<file path="src/rtl/mux_scan_serializer_pkg.sv">
// Shared constants and state encoding for the mux scan serializer.
// MUX_SCAN_PARITY_EN (see top) adds the PAR state to the sequence.
package mux_scan_serializer_pkg;

  localparam int WORD_W      = 4;
  localparam int SEL_W       = 2;
  localparam int DIV_DEFAULT = 4;

  typedef enum logic [1:0] {
    ST_IDLE = 2'd0,
    ST_SEND = 2'd1,
    ST_PAR  = 2'd2
  } state_t;

  // Prescaler width: a one-bit counter is still needed when DIV is 1.
  function automatic int cnt_width(input int div);
    return (div > 1) ? $clog2(div) : 1;
  endfunction

endpackage

</file>
<file path="src/rtl/mux_scan_serializer_tick.sv">
// Bit-period prescaler for the mux scan serializer: counts 0..DIV-1 and
// flags the last cycle of each period.
module mux_scan_tick
  import mux_scan_serializer_pkg::*;
#(
  parameter int DIV = DIV_DEFAULT
) (
  input  logic clk,
  input  logic rst_n,
  input  logic i_clear,
  input  logic i_enable,
  output logic o_tick
);

  localparam int            CW   = cnt_width(DIV);
  localparam logic [CW-1:0] LAST = CW'(DIV - 1);

  logic [CW-1:0] r_count;

  assign o_tick = i_enable && (r_count == LAST);

  always_ff @(posedge clk or negedge rst_n) begin
    if (!rst_n) begin
      r_count <= '0;
    end else if (i_clear) begin
      r_count <= '0;
    end else if (i_enable) begin
      if (r_count == LAST) begin
        r_count <= '0;
      end else begin
        r_count <= r_count + 1'b1;
      end
    end
  end

endmodule

</file>
<file path="src/rtl/mux_scan_serializer.sv">
// Drives a 4:1 mux with a latched word, walks its select 0..3 and serialises
// the mux output LSB first. Define MUX_SCAN_PARITY_EN to append an even-parity bit.
module mux_scan_serializer
  import mux_scan_serializer_pkg::*;
#(
  parameter int DIV = DIV_DEFAULT
) (
  input  logic              clk,
  input  logic              rst_n,
  input  logic              start,
  input  logic [WORD_W-1:0] data_in,
  output logic [WORD_W-1:0] mux_d,
  output logic [SEL_W-1:0]  sel,
  input  logic              mux_y,
  output logic              serial_out,
  output logic              serial_valid,
  output logic              busy,
  output logic              done
);

  localparam logic [SEL_W-1:0] LAST_SEL = SEL_W'(WORD_W - 1);

  state_t            r_state;
  state_t            w_next_state;
  logic [WORD_W-1:0] r_mux_d;
  logic [SEL_W-1:0]  r_sel;
  logic              r_serial_out;
  logic              r_serial_valid;
  logic              r_busy;
  logic              r_done;
  logic              w_start;
  logic              w_enable;
  logic              w_tick;
  logic              w_bit_tick;
  logic              w_last_bit;

  assign w_start    = (r_state == ST_IDLE) && start;
  assign w_enable   = (r_state != ST_IDLE);
  assign w_bit_tick = (r_state == ST_SEND) && w_tick;
  assign w_last_bit = w_bit_tick && (r_sel == LAST_SEL);

  mux_scan_tick #(.DIV(DIV)) u_tick (
    .clk      (clk),
    .rst_n    (rst_n),
    .i_clear  (w_start),
    .i_enable (w_enable),
    .o_tick   (w_tick)
  );

  always_ff @(posedge clk or negedge rst_n) begin
    if (!rst_n) begin
      r_state <= ST_IDLE;
    end else begin
      r_state <= w_next_state;
    end
  end

  always_comb begin
    w_next_state = r_state;
    case (r_state)
      ST_IDLE: if (start) w_next_state = ST_SEND;
`ifdef MUX_SCAN_PARITY_EN
      ST_SEND: if (w_last_bit) w_next_state = ST_PAR;
      ST_PAR:  if (w_tick) w_next_state = ST_IDLE;
`else
      ST_SEND: if (w_last_bit) w_next_state = ST_IDLE;
`endif
      default: w_next_state = ST_IDLE;
    endcase
  end

`ifdef MUX_SCAN_PARITY_EN
  logic r_parity;

  always_ff @(posedge clk or negedge rst_n) begin
    if (!rst_n) begin
      r_parity <= 1'b0;
    end else if (w_start) begin
      r_parity <= 1'b0;
    end else if (w_bit_tick) begin
      r_parity <= r_parity ^ mux_y;
    end
  end
`endif

  // Only the final prescaler cycle samples mux_y; strobes last one cycle.
  always_ff @(posedge clk or negedge rst_n) begin
    if (!rst_n) begin
      r_mux_d        <= '0;
      r_sel          <= '0;
      r_serial_out   <= 1'b0;
      r_serial_valid <= 1'b0;
      r_busy         <= 1'b0;
      r_done         <= 1'b0;
    end else begin
      r_serial_valid <= 1'b0;
      r_done         <= 1'b0;
      if (w_start) begin
        r_mux_d <= data_in;
        r_sel   <= '0;
        r_busy  <= 1'b1;
      end else if (w_bit_tick) begin
        r_serial_out   <= mux_y;
        r_serial_valid <= 1'b1;
        if (r_sel != LAST_SEL) begin
          r_sel <= r_sel + 1'b1;
        end
`ifndef MUX_SCAN_PARITY_EN
        else begin
          r_busy <= 1'b0;
          r_done <= 1'b1;
        end
`endif
      end
`ifdef MUX_SCAN_PARITY_EN
      else if ((r_state == ST_PAR) && w_tick) begin
        r_serial_out   <= r_parity;
        r_serial_valid <= 1'b1;
        r_busy         <= 1'b0;
        r_done         <= 1'b1;
      end
`endif
    end
  end

  assign mux_d        = r_mux_d;
  assign sel          = r_sel;
  assign serial_out   = r_serial_out;
  assign serial_valid = r_serial_valid;
  assign busy         = r_busy;
  assign done         = r_done;

endmodule

</file>
<file path="config.mk">
export PLATFORM = sky130hd
export DESIGN_NAME = mux_scan_serializer
export DESIGN_NICKNAME = d
export VERILOG_FILES = /design/src/rtl/mux_scan_serializer_pkg.sv /design/src/rtl/mux_scan_serializer_tick.sv /design/src/rtl/mux_scan_serializer.sv
export SDC_FILE = /design/constraint.sdc
export NUM_CORES = 1
export LEC_CHECK = 0
export ABC_AREA = 0
export BUFFER_PORTS_ARGS = -buffer_cell sky130_fd_sc_hd__buf_4
export CAP_MARGIN = 5
export CORE_AREA = 2 2 39 41
export DETAILED_ROUTE_END_ITERATION = 10
export DIE_AREA = 0 0 41 43
export GPL_TIMING_DRIVEN = 1
export PLACE_DENSITY = 0.66
export SETUP_SLACK_MARGIN = 0.3
export SYNTH_ARGS = -nofsm -noshare
export SYNTH_HDL_FRONTEND = slang
export SYNTH_SLANG_ARGS = --single-unit
</file>
<file path="constraint.sdc">
create_clock -name clk -period 3.5 [get_ports clk]
set_clock_uncertainty 0.15 [all_clocks]
set_input_delay 0.35 -clock clk [delete_from_list [all_inputs] [get_ports clk]]
set_output_delay 0.35 -clock clk [all_outputs]
set_load 0.02 [all_outputs]
</file>
### Yosys cells after proc, flatten, opt, wreduce, memory -nomap -nowiden

Cells that the tools add are included.

| word-level totals | value |
|---|---|
| flip-flop bits (word level) | 14 |
| bits of input ports | 8 |
| output and inout port bits | 10 |
| word-level logic and storage cells | 48 |

| operators by class | value |
|---|---|
| add/subtract/negate cells | 2 |
| equal/unequal tests | 7 |
| mux-type cells | 17 |
| bitwise logic cells | 1 |
| reductions and logical operators | 13 |

Operator list:

| kind | number |
|---|---|
| 2-to-1 mux 2 bit | 8 |
| 2-to-1 mux 1 bit | 8 |
| AND reduction 2 bit | 4 |
| nonzero test 2 bit | 4 |
| != test 2 bit (second input constant) | 3 |
| adder 2 x 1 -> 2 bit (second input constant) | 2 |
| equality test 2 bit (second input constant) | 2 |
| logical AND 1 bit | 4 |
| case mux 2 bit (2 select lines) | 1 |
| equality test 2 x 1 -> 1 bit (second input constant) | 1 |
| logical NOT 2 bit | 1 |
| != test 2 x 1 -> 1 bit (second input constant) | 1 |
| inverter 1 bit | 1 |

### Logic depth before layout (Yosys ltp)

Gate-level depths: netlist of the first run.

| logic depth | value |
|---|---|
| depth after elaboration | 6 |
| mapped depth | 3 |
| gate-level depth less buffers | 3 |

### Cells and area by module

From an unflattened synthesis of the first run, not the netlist that was laid out.

| second synthesis, totals | value |
|---|---|
| cell total of the unflattened synthesis | 45 |
| area, all modules | 586.8 sq um |

By module, submodules not included:

| module | times used | cells each | area an instance (sq um) | seq. area each (sq um) |
|---|---|---|---|---|
| mux_scan_serializer | 1 | 36 | 480.5 | 275.3 |
| mux_scan_tick | 1 | 9 | 106.4 | 50.0 |

### Least setup slack after synthesis of the first run

Ideal clock, no wire load.

| timing | value |
|---|---|
| path type | flip-flop to flip-flop |
| start point | register u_tick.r_count[0] |
| end point | register r_serial_out, in the netlist serial_out |
| setup time | 125 ps |
| arrival | 1045 ps |
| required time | 3225 ps |
| path slack | 2180 ps |
| cell stages (with the launch flop) | 4 |
| path buffers | 0 |
| period minus slack after synthesis | 1320 ps |
| path through | dfrtp_1 > ha_1 > and2_1 > mux2_2 |

| between the ends | value |
|---|---|
| longest elaborated chain between the ends | 4 |

Ends and longest elaborated chain:

| element | line | RTL |
|---|---|---|
| from (decl) | mux_scan_serializer_tick.sv:18 | `logic [CW-1:0] r_count;` |
| from (signal assigned) | mux_scan_serializer_tick.sv:31 | `r_count <= r_count + 1'b1;` |
| equality test 2 bit | mux_scan_serializer_tick.sv:20 | `assign o_tick = i_enable && (r_count == LAST);` |
| logical AND 1 bit | mux_scan_serializer_tick.sv:20 |  |
| logical AND 1 bit | mux_scan_serializer.sv:39 | `assign w_bit_tick = (r_state == ST_SEND) && w_tick;` |
| AND reduction 2 bit (no source line) | n/a |  |
| to (signal assigned) | mux_scan_serializer.sv:103 | `r_serial_out <= mux_y;` |
| to (decl) | mux_scan_serializer.sv:27 | `logic r_serial_out;` |

No other way between the ends.
A chain may end at the register's enable or synchronous reset.

### Worst setup path after layout of the first run

Ends and elaborated chain as after synthesis.

==> impl_metrics.env, run 1 <==
export IMPL_clockPowerShare=0.141
export IMPL_vias_per_cell=5.17
export IMPL_worstPathMaxFanout=7
export IMPL_power_leakage_nw=0.351
export IMPL_rsz0062_at_grt="no"
export IMPL_drv_slew=0
export IMPL_synthXorXnorAreaFrac=0
export IMPL_worst_pin_slew_ns=0.336
export IMPL_status="finished, final reports clean"
export IMPL_io_buffers=17
export IMPL_avgRoutedWirePerCell_um=12.6
export IMPL_critPathMaxStageDelay_ns=0.37
export IMPL_hp_class="in -> reg"
export IMPL_min_delay_start="data_in[0]"
export IMPL_syn_to_final_growth_pct=31.4
export IMPL_synthTopCellsByArea="dfrtp_1 (59%), mux2_2 (10%), ha_1 (4.5%), a22o_1 (3.2%), or3b_1 (3.2%)"
export IMPL_crit_path_start_kind="flip-flop"
export IMPL_yosysTopAreaCellShare=0.591
export IMPL_clk_pin_slew_ns=0.08
export IMPL_yosys_area_top_type="dfrtp_1"
export IMPL_pin_count=18
export IMPL_overflow=0
export IMPL_track_usage=0.128
export IMPL_yosys_warnings=0
export IMPL_internal_power_mw=0.414
export IMPL_sw_frac_of_total=0.361
export IMPL_syn_inst=41
export IMPL_routed_wl_um=986
export IMPL_clock_fmax_ghz=0.698
export IMPL_dieHeight_um=43
export IMPL_ir_worst_vdd_mv=0.355
export IMPL_final_common_cell="buf_4"
export IMPL_finalPower_mw=0.648
export IMPL_cp_slowest_cell="dfrtp_1"
export IMPL_grt_pass1_vias=342
export IMPL_min_to="mux_d[0]$_DFFE_PN0N_"
export IMPL_synth_seq_cells=13
export IMPL_grt_pass1_wl_um=1500
export IMPL_r2r_slack_ns=2.07
export IMPL_yosysUniqueCellTypes=17
export IMPL_drt_first_iter_violations=4
export IMPL_setup_violations=0
export IMPL_rows=14
export IMPL_synth_fa_ha_area_frac=0.0455
export IMPL_coreArea_um2=1380
export IMPL_maxSlewHeadroom=0.776
export IMPL_place_area_um2=687
export IMPL_r2r_end="serial_out$_DFFE_PN0P_"
export IMPL_grt_max_degree=14
export IMPL_start_util=0.398
export IMPL_dp_cells=73
export IMPL_arrival_ns=1.44
export IMPL_vias=403
export IMPL_post_place_ws_ns=2.08
export IMPL_power_frac_comb=0.457
export IMPL_cts_buffers=3
export IMPL_die_area_um2=1760
export IMPL_die_w_um=41
export IMPL_layout_min_cycle_time_ns=1.43
export IMPL_p_per_area_nw_per_um2=896
export IMPL_post_route_period_util=0.409
export IMPL_place_congestion=0.692
export IMPL_final_area_um2=723
export IMPL_synth_compound_area_frac=0.0864
export IMPL_endpoint_kind="flip-flop"
export IMPL_antenna_found_initial=0
export IMPL_h_tree_depth=1
export IMPL_netlist_area_um2=551
export IMPL_hold_depth=2
export IMPL_syn_avg_cell_area_um2=13.4
export IMPL_drive_gt1_frac=0.419
export IMPL_synthesis_nets=51
export IMPL_drv_cap=0
export IMPL_worstPathCellList="ha_1 -> and2_1 -> mux2_2"
export IMPL_report_final_hold_viol_count=0
export IMPL_cts_max_path_buffers=2
export IMPL_reg2reg_depth=3
export IMPL_clk_latency_ns=0.27
export IMPL_cts_tree="yes"
export IMPL_tns_ns=0
export IMPL_r2r_start="u_tick.r_count[0]$_DFFE_PN0P_"
export IMPL_required_ns=3.51
export IMPL_path_class="reg -> reg"
export IMPL_p_seq_frac=0.402
export IMPL_drt_antenna_violating_nets=0
export IMPL_nets=73
export IMPL_instances_no_fill=78
export IMPL_cts_root_buf="clkbuf_4"
export IMPL_cts_post_setup_buffers_inserted=0
export IMPL_switchingPower_mw=0.234
export IMPL_layout_setup_ws_ns=2.07
export IMPL_synthSimpleGateAreaFrac=0.155
export IMPL_synth_top_family_by_area="simple AND/OR/NAND/NOR gates"
export IMPL_first_pass_iters=4
export IMPL_yosysSeqAreaShare=0.591
export IMPL_final_cell_mix="buf_4 (17), dfrtp_1 (13), mux2_2 (5)"
export IMPL_diodes=0
export IMPL_drc=0
export IMPL_cts_sinks=13
export IMPL_yosys_mux_area_fraction=0.102
[routing by layer]
metal	track usage	wire [µm]	vias up
met3	0.0366	95	2
met4	0.0600	20	0
met1	0.183	446	193
li1	-	-	192
met2	0.175	424	16
met5	0	0	-
[synth_stat cells (all sizes together)]
cell	number
and3	1
nand2b	1
dfrtp	13
a21oi	1
a21bo	1
o211ai	2
nor2	4
or3b	2
nor2b	1
a22o	2
buf	1
and2	1
nand4bb	1
nand2	2
ha	2
mux2	5
nand4b	1
[critical path: cells and delay by family, from the launching register on]
family        cells  cell delay, ns
mux               1            0.33
flops             1            0.37
simple gates      1            0.19
fa+ha+maj         1            0.28
[how the worst max path moves through the flow]
| stage | end | startpoint | slack, ns | cells after the start |
|---|---|---|---|---|
| floorplan | serial_out$_DFFE_PN0P_ | u_tick.r_count[0]$_DFFE_PN0P_ | 2.18 | 3 |
| global placement | serial_out$_DFFE_PN0P_ | u_tick.r_count[0]$_DFFE_PN0P_ | 2.10 | 3 |
| detailed placement | serial_out$_DFFE_PN0P_ | u_tick.r_count[0]$_DFFE_PN0P_ | 2.08 | 3 |
| CTS | serial_out$_DFFE_PN0P_ | u_tick.r_count[0]$_DFFE_PN0P_ | 2.08 | 3 |
| global route | serial_out$_DFFE_PN0P_ | u_tick.r_count[0]$_DFFE_PN0P_ | 2.00 | 3 |
| finish | serial_out$_DFFE_PN0P_ | u_tick.r_count[0]$_DFFE_PN0P_ | 2.07 | 3 |
[metrics by stage]
step,hold WS (ns),util
after CTS,0.153,0.523
after detailed placement,0.0520,0.496
final,0.155,0.523
after global routing,0.153,0.523
after global placement,0.0515,0.496
after floorplan,-0.0956,-
[power groups by stage]
stage	Sequential (mW)	Clock, mW	Combinational [mW]
floorplan	0.316	0	0.134
global placement	0.261	0	0.294
detailed placement	0.264	0	0.296
CTS	0.261	0.0930	0.299
global route	0.273	0.0995	0.324
finish	0.260	0.0913	0.296
[state kept, by name (all words and copies together), names as in the netlist]
name and count:
mux_d 4, sel 2, u_tick.r_count 2, busy 1, done 1, r_state 1
serial_out 1, serial_valid 1
[timing repair]
action                                 in CTS  in global routing
hold buffers                                1                  0
gates resized for setup                     0                  0
endpoints found under the hold margin      13                  0
[cell families after synthesis]
logic type                 count (synthesis)
buffers and inverters                      1
adders and majority gates                  2
AOI/OAI and AO/OA                          6
and+or+nand+nor                           14
DFF                                       13
muxes                                      5
[cell type report]
type	count	area, µm²
clock buffer	4	26.3
fill	120	661
multi-input combinational	27	214
sequential	13	325
tap	16	20.0
timing repair buffer	18	138
(Power assumes the default switching activity.)
==> run 2, diff against run 1 <==
--- a/config.mk
+++ b/config.mk
@@ -5,14 +5,14 @@
 export SDC_FILE = /design/constraint.sdc
 export NUM_CORES = 1
 export LEC_CHECK = 0
-export ABC_AREA = 0
+export ABC_AREA = 1
 export BUFFER_PORTS_ARGS = -buffer_cell sky130_fd_sc_hd__buf_4
 export CAP_MARGIN = 5
-export CORE_AREA = 2 2 39 41
+export CORE_MARGIN = 1.5
+export CORE_UTILIZATION = 41
 export DETAILED_ROUTE_END_ITERATION = 10
-export DIE_AREA = 0 0 41 43
 export GPL_TIMING_DRIVEN = 1
-export PLACE_DENSITY = 0.66
+export PLACE_DENSITY = 0.69
 export SETUP_SLACK_MARGIN = 0.3
 export SYNTH_ARGS = -nofsm -noshare
 export SYNTH_HDL_FRONTEND = slang
==> constraint.sdc (replaced) <==
create_clock -name clk -period 1.3 [get_ports clk]
set_clock_uncertainty 0.15 [all_clocks]
set_input_delay 0.13 -clock clk [delete_from_list [all_inputs] [get_ports clk]]
set_output_delay 0.13 -clock clk [all_outputs]
set_load 0.02 [all_outputs]
==> run 2 against run 1 <==
- first-iteration DRC count is 75% lower
- sequential share of layout area down 11 points
- register-to-register slack got worse by 2.0 ns
- clock-buffer cell count unchanged
- worst hold slack lost 0.12 ns
- synthesized cell count is 39% higher
- largest cell class unchanged
==> impl_metrics.env, run 2 <==
export IMPL_sw_frac_of_total=0.409
export IMPL_track_usage=0.240
export IMPL_clockPowerShare=0.116
export IMPL_switchingPower_mw=0.959
export IMPL_dieHeight_um=39.2
export IMPL_status="finished, final reports clean"
export IMPL_clk_pin_slew_ns=0.09
export IMPL_crit_path_start_kind="flip-flop"
export IMPL_drv_slew=0
export IMPL_required_ns=1.33
export IMPL_multi_input_area_um2=256
export IMPL_arrival_ns=1.23
export IMPL_place_hpwl_um=810
export IMPL_rsz0062_at_grt="yes"
export IMPL_drt_first_iter_violations=1
export IMPL_yosysMostFrequentCell="nand2_1"
export IMPL_yosys_warnings=0
export IMPL_cp_slowest_cell="dfrtp_2"
export IMPL_yosysTopAreaCellShare=0.605
export IMPL_syn_to_final_growth_pct=82.6
export IMPL_rows=12
export IMPL_power_leakage_nw=0.494
export IMPL_utilization=0.839
export IMPL_antenna_found_initial=0
export IMPL_critPathMaxStageDelay_ns=0.45
export IMPL_path_class="reg -> reg"
export IMPL_syn_inst=57
export IMPL_yosys_mux_area_fraction=0
export IMPL_ir_worst_vdd_mv=1.24
export IMPL_pin_count=18
export IMPL_vias_per_cell=4.68
export IMPL_clock_fmax_ghz=0.834
export IMPL_drive_gt1_frac=0.474
export IMPL_synth_top_family_by_area="simple AND/OR/NAND/NOR gates"
export IMPL_place_congestion=0.637
export IMPL_hp_class="in -> reg"
export IMPL_postSynth_asyncResetShare=1.00
export IMPL_cts_root_buf="clkbuf_4"
export IMPL_overflow=0
export IMPL_cts_max_path_buffers=2
export IMPL_maxSlewHeadroom=0.801
export IMPL_largest_reg_flops=4
export IMPL_coreArea_um2=1170
export IMPL_worst_pin_slew_ns=0.298
export IMPL_cts_sinks=13
export IMPL_layout_setup_ws_ns=0.101
export IMPL_post_place_ws_ns=0.121
export IMPL_startpoint="sel[0]$_DFFE_PN0P_"
export IMPL_diodes=0
export IMPL_p_seq_frac=0.330
export IMPL_nets=106
export IMPL_post_route_period_util=0.923
export IMPL_synthTopCellsByArea="dfrtp_1 (60%), nand2_1 (13%), nand3_1 (8.4%), ha_1 (4.7%), inv_1 (3.5%)"
export IMPL_start_util=0.459
export IMPL_final_common_cell="nand2_1"
export IMPL_drt_antenna_violating_nets=0
export IMPL_ff_latch_area_um2=329
export IMPL_report_final_hold_viol_count=0
export IMPL_cts_buffers=3
export IMPL_tns_ns=0
export IMPL_synth_seq_cells=13
export IMPL_drv_cap=0
export IMPL_drc=0
export IMPL_min_delay_start="start"
export IMPL_endpoint_kind="flip-flop"
export IMPL_die_area_um2=1540
export IMPL_first_pass_iters=3
export IMPL_synthSimpleGateAreaFrac=0.279
export IMPL_layout_min_cycle_time_ns=1.20
export IMPL_power_frac_comb=0.554
export IMPL_worstPathCellList="ha_4 -> inv_4 -> nand3_2 -> nand3_1 -> nand2_1"
export IMPL_worstPathMaxFanout=4
export IMPL_grt_max_degree=14
export IMPL_synth_common_cells="nand2_1 (18), dfrtp_1 (13), nand3_1 (9), inv_1 (5)"
export IMPL_grt_pass1_vias=464
export IMPL_r2r_start="sel[0]$_DFFE_PN0P_"
export IMPL_p_per_area_nw_per_um2=2390
export IMPL_die_w_um=39.2
export IMPL_clk_latency_ns=0.29
export IMPL_syn_avg_cell_area_um2=9.44
export IMPL_routed_wl_um=1740
export IMPL_avgRoutedWirePerCell_um=15.9
export IMPL_synthXorXnorAreaFrac=0
export IMPL_netlist_area_um2=538
export IMPL_synth_edff_count=0
export IMPL_cts_tree="yes"
export IMPL_vias=510
export IMPL_synth_ff_type="dfrtp_1"
export IMPL_layout_filler_cells=60
export IMPL_synth_compound_area_frac=0.0279
export IMPL_yosysUniqueCellTypes=14
export IMPL_synthesis_nets=67
export IMPL_internal_power_mw=1.39
export IMPL_yosysSeqAreaShare=0.605
export IMPL_yosys_area_top_type="dfrtp_1"
export IMPL_h_tree_depth=1
export IMPL_grt_pass1_wl_um=2160
export IMPL_r2r_slack_ns=0.10
export IMPL_synth_fa_ha_area_frac=0.0465
export IMPL_setup_violations=0
export IMPL_final_cell_mix="nand2_1 (17), buf_4 (13), buf_6 (12)"
export IMPL_io_buffers=17
run 2: changes by cell type after synthesis, moves of 2 or more:
cell and delta:
a22o_1 -2, nor2_1 -2, mux2_2 -5, o211ai_1 -2, nand3_1 +9, or3b_1 -2, inv_1 +5, nand2_1 +16
run 2: timing repair:
| item | CTS | global route |
|---|---|---|
| setup endpoints to repair | 23 | 23 |
| cloned | 0 | 0 |
| hold buffers | 9 | 0 |
| endpoints found under the hold margin | 18 | 0 |
| gates resized for setup | 13 | 7 |
| pin swaps | 5 | 4 |
| setup buffers | 5 | 3 |
run 2: routing by layer:
layer | track usage | up-vias | wire length, µm
met4 | 0.164 | 0 | 29
met1 | 0.250 | 236 | 651
met3 | 0.0925 | 5 | 59
li1 | - | 255 | -
met5 | 0 | - | 0
met2 | 0.392 | 14 | 998
run 2: layout make-up:
class / count / area share
Timing Repair Buffer: 34 / 0.331
Clock buffer: 4 / 0.0268
Inverter: 6 / 0.0280
Sequential cell: 13 / 0.335
Multi-Input combinational cell: 38 / 0.261
Tap cell: 14 / 0.0178
run 2: worst paths after layout:
kind                                                 end  depth (start not counted)
max                                   sel[1]$_DFFE_PN0P_                          5
min                        u_tick.r_count[0]$_DFFE_PN0P_                          4
max reg2reg                           sel[1]$_DFFE_PN0P_                          5
min reg2reg                       serial_out$_DFFE_PN0P_                          2
max in group asynchronous             sel[1]$_DFFE_PN0P_                          2
min in group asynchronous           mux_d[1]$_DFFE_PN0N_                          2
run 2: per-stage QoR:
| stage | power (mW) | hold slack, ns | cells | cell area [µm²] |
|---|---|---|---|---|
| floorplan | 1.32 | -0.316 | 57 | 584 |
| global placement | 1.62 | -0.167 | 88 | 729 |
| detailed placement | 1.68 | -0.167 | 88 | 729 |
| CTS | 2.16 | 0.0232 | 106 | 928 |
| global route | 2.47 | 0.0332 | 109 | 982 |
| finish | 2.35 | 0.0304 | 109 | 982 |
run 2: cells by family after synthesis:
logic type,after synthesis
AO/OA/AOI/OAI,3
adder cells (fa/ha/maj),2
buffers and inverters,6
flip-flops,13
AND/OR/NAND/NOR,33
run 2: worst max-delay path: cells and delay by family, from the launching register on:
family,cells,cell delay (ns)
buffers and inverters,1,0.07
adder cells (fa/ha/maj),1,0.19
flip-flops,1,0.45
AND/OR/NAND/NOR,3,0.23
run 2: power by group through the flow:
| stage | Clock (mW) | Sequential [mW] | Combinational [mW] |
|---|---|---|---|
| floorplan | 0 | 0.895 | 0.426 |
| global placement | 0 | 0.737 | 0.888 |
| detailed placement | 0 | 0.747 | 0.930 |
| CTS | 0.260 | 0.765 | 1.13 |
| global route | 0.291 | 0.791 | 1.39 |
| finish | 0.273 | 0.773 | 1.30 |
==> run 3, diff against run 2 <==
--- a/config.mk
+++ b/config.mk
@@ -5,14 +5,14 @@
 export SDC_FILE = /design/constraint.sdc
 export NUM_CORES = 1
 export LEC_CHECK = 0
-export ABC_AREA = 1
 export BUFFER_PORTS_ARGS = -buffer_cell sky130_fd_sc_hd__buf_4
 export CAP_MARGIN = 5
 export CORE_MARGIN = 1.5
 export CORE_UTILIZATION = 41
 export DETAILED_ROUTE_END_ITERATION = 10
 export GPL_TIMING_DRIVEN = 1
-export PLACE_DENSITY = 0.69
+export MAX_ROUTING_LAYER = met4
+export PLACE_DENSITY = 0.68
 export SETUP_SLACK_MARGIN = 0.3
 export SYNTH_ARGS = -nofsm -noshare
 export SYNTH_HDL_FRONTEND = slang
==> run 3 against run 2 <==
- clock power decreased by 6%
- register-to-register slack got worse by 0.09 ns
- wire length decreased by 27%
- setup slack got worse by 0.085 ns
- critical endpoint is now serial_out$_DFFE_PN0P_
- the run now ends with negative hold slack left
- sequential power decreased by 1%
- global-route usage decreased by 4.6 points
==> impl_metrics.env, run 3 (same netlist as run 1, synthesis figures left out) <==
export IMPL_status="complete, but fails checks"
export IMPL_crit_path_start_kind="flip-flop"
export IMPL_routed_wl_um=1280
export IMPL_r2r_end="serial_out$_DFFE_PN0P_"
export IMPL_diodes=0
export IMPL_multi_input_area_um2=303
export IMPL_antenna_found_initial=0
export IMPL_start_util=0.434
export IMPL_post_route_period_util=0.988
export IMPL_h_tree_depth=1
export IMPL_clk_latency_ns=0.28
export IMPL_violations="negative hold slack"
export IMPL_reg2reg_depth=3
export IMPL_maxSlewHeadroom=0.890
export IMPL_r2r_slack_ns=0.02
export IMPL_die_area_um2=1570
export IMPL_die_w_um=39.6
export IMPL_arrival_ns=1.30
export IMPL_drc=0
export IMPL_cts_tree="yes"
export IMPL_dieHeight_um=39.6
export IMPL_required_ns=1.32
export IMPL_nets=81
export IMPL_critPathMaxStageDelay_ns=0.41
export IMPL_layout_min_cycle_time_ns=1.28
export IMPL_grt_pass1_vias=449
export IMPL_coreArea_um2=1270
export IMPL_layout_setup_ws_ns=0.0156
export IMPL_worst_pin_slew_ns=0.164
export IMPL_io_buffers=17
export IMPL_cts_max_path_buffers=2
export IMPL_endpoint="serial_out$_DFFE_PN0P_"
export IMPL_grt_pass1_wl_um=1800
export IMPL_layout_filler_cells=91
export IMPL_drv_slew=0
export IMPL_rows=13
export IMPL_drt_antenna_violating_nets=0
export IMPL_startpoint="u_tick.r_count[1]$_DFFE_PN0P_"
export IMPL_drt_first_iter_violations=5
export IMPL_cts_sinks=13
export IMPL_ff_latch_area_um2=329
export IMPL_setup_violations=0
export IMPL_utilization=0.722
export IMPL_largest_reg_flops=4
export IMPL_cp_slowest_cell="dfrtp_1"
export IMPL_worstPathMaxFanout=6
export IMPL_place_congestion=0.666
export IMPL_avgRoutedWirePerCell_um=15.0
export IMPL_clock_fmax_ghz=0.779
export IMPL_first_pass_iters=3
export IMPL_track_usage=0.194
export IMPL_whs_ns=-0.0711
export IMPL_final_cell_mix="buf_4 (14), buf_6 (11), dfrtp_1 (10)"
export IMPL_overflow=0
export IMPL_final_common_cell="buf_4"
export IMPL_syn_to_final_growth_pct=66.4
export IMPL_ir_worst_vdd_mv=1.19
export IMPL_r2r_start="u_tick.r_count[1]$_DFFE_PN0P_"
export IMPL_hp_class="in -> reg"
export IMPL_finalPower_mw=2.27
export IMPL_vias_per_cell=5.14
export IMPL_clk_pin_slew_ns=0.08
export IMPL_place_hpwl_um=763
export IMPL_pin_count=18
export IMPL_cts_root_buf="clkbuf_4"
export IMPL_endpoint_kind="flip-flop"
export IMPL_rsz0062_at_grt="yes"
export IMPL_cts_hold_fix_buffers=1
export IMPL_p_per_area_nw_per_um2=2480
export IMPL_cts_buffers=3
export IMPL_drv_cap=0
export IMPL_report_final_hold_viol_count=5
export IMPL_grt_max_degree=14
export IMPL_drive_gt1_frac=0.671
export IMPL_power_leakage_nw=0.435
export IMPL_vias=437
export IMPL_post_place_ws_ns=0.0149
export IMPL_worstPathCellList="ha_4 -> and2_4 -> mux2_4"
export IMPL_path_class="reg -> reg"
==> run 3: changes by cell type in the layout (fill, tap and decap cells not counted), sizes merged, moves of 5 or more <==
cell         delta
dlygate4sd3     -7
inv             -6
mux2            +5
nand2          -18
nand3           -9
==> run 3: worst min path at each step <==
stage                     from                     end  slack [ns]  depth (start not counted)
CTS                 data_in[1]    mux_d[1]$_DFFE_PN0N_       -0.07                          2
global placement         rst_n  serial_valid$_DFF_PN0_       -0.17                          1
global route        data_in[2]    mux_d[2]$_DFFE_PN0N_       -0.08                          2
detailed placement       rst_n  serial_valid$_DFF_PN0_       -0.17                          1
finish              data_in[1]    mux_d[1]$_DFFE_PN0N_       -0.07                          2
floorplan                rst_n        busy$_DFFE_PN0P_       -0.32                          0
==> run 3: layer usage <==
metal | routed length, µm | global-route usage
met3 | 84 | 0.0398
met5 | 0 | -
met4 | 45 | 0.172
met2 | 635 | 0.316
met1 | 512 | 0.194
==> run 3: stage by stage <==
step / instances / setup TNS (ns) / hold WS (ns) / instance area [µm²]
3_5_place_dp: 73 / 0 / -0.173 / 753
4_1_cts: 83 / 0 / -0.0728 / 877
2_1_floorplan: 41 / 0 / -0.316 / 611
5_1_grt: 85 / -0.0175 / -0.0773 / 916
3_3_place_gp: 73 / 0 / -0.170 / 753
6_report: 85 / 0 / -0.0711 / 916
==> run 3: final cells by class <==
cell class / count / share of cell area
multi-input cells: 27 / 0.331
clock buffers: 4 / 0.0287
repair buffers: 26 / 0.261
flip-flops and latches: 13 / 0.359
well taps: 15 / 0.0205
==> run 3: power by group <==
| group | switching (mW) | total (mW) | internal, mW | leakage, nW |
|---|---|---|---|---|
| clock network | 0.136 | 0.256 | 0.119 | 0.0150 |
| registers | 0.173 | 0.763 | 0.590 | 0.156 |
| logic | 0.489 | 1.25 | 0.766 | 0.264 |
| total | 0.798 | 2.27 | 1.47 | 0.435 |
==> run 3: repair_timing <==
action / CTS / global route
buffers inserted: 5 / 2
pin swaps: 8 / 7
endpoints found under the hold margin: 18 / 5
setup endpoints to repair: 23 / 23
resized for setup: 14 / 6
cloned: 0 / 0
==> run 3: worst max-delay path: cells and delay by family (launching register included) <==
family,cells,cell delay [ns]
mux,1,0.29
simple gates,1,0.14
fa+ha+maj,1,0.19
flops,1,0.41
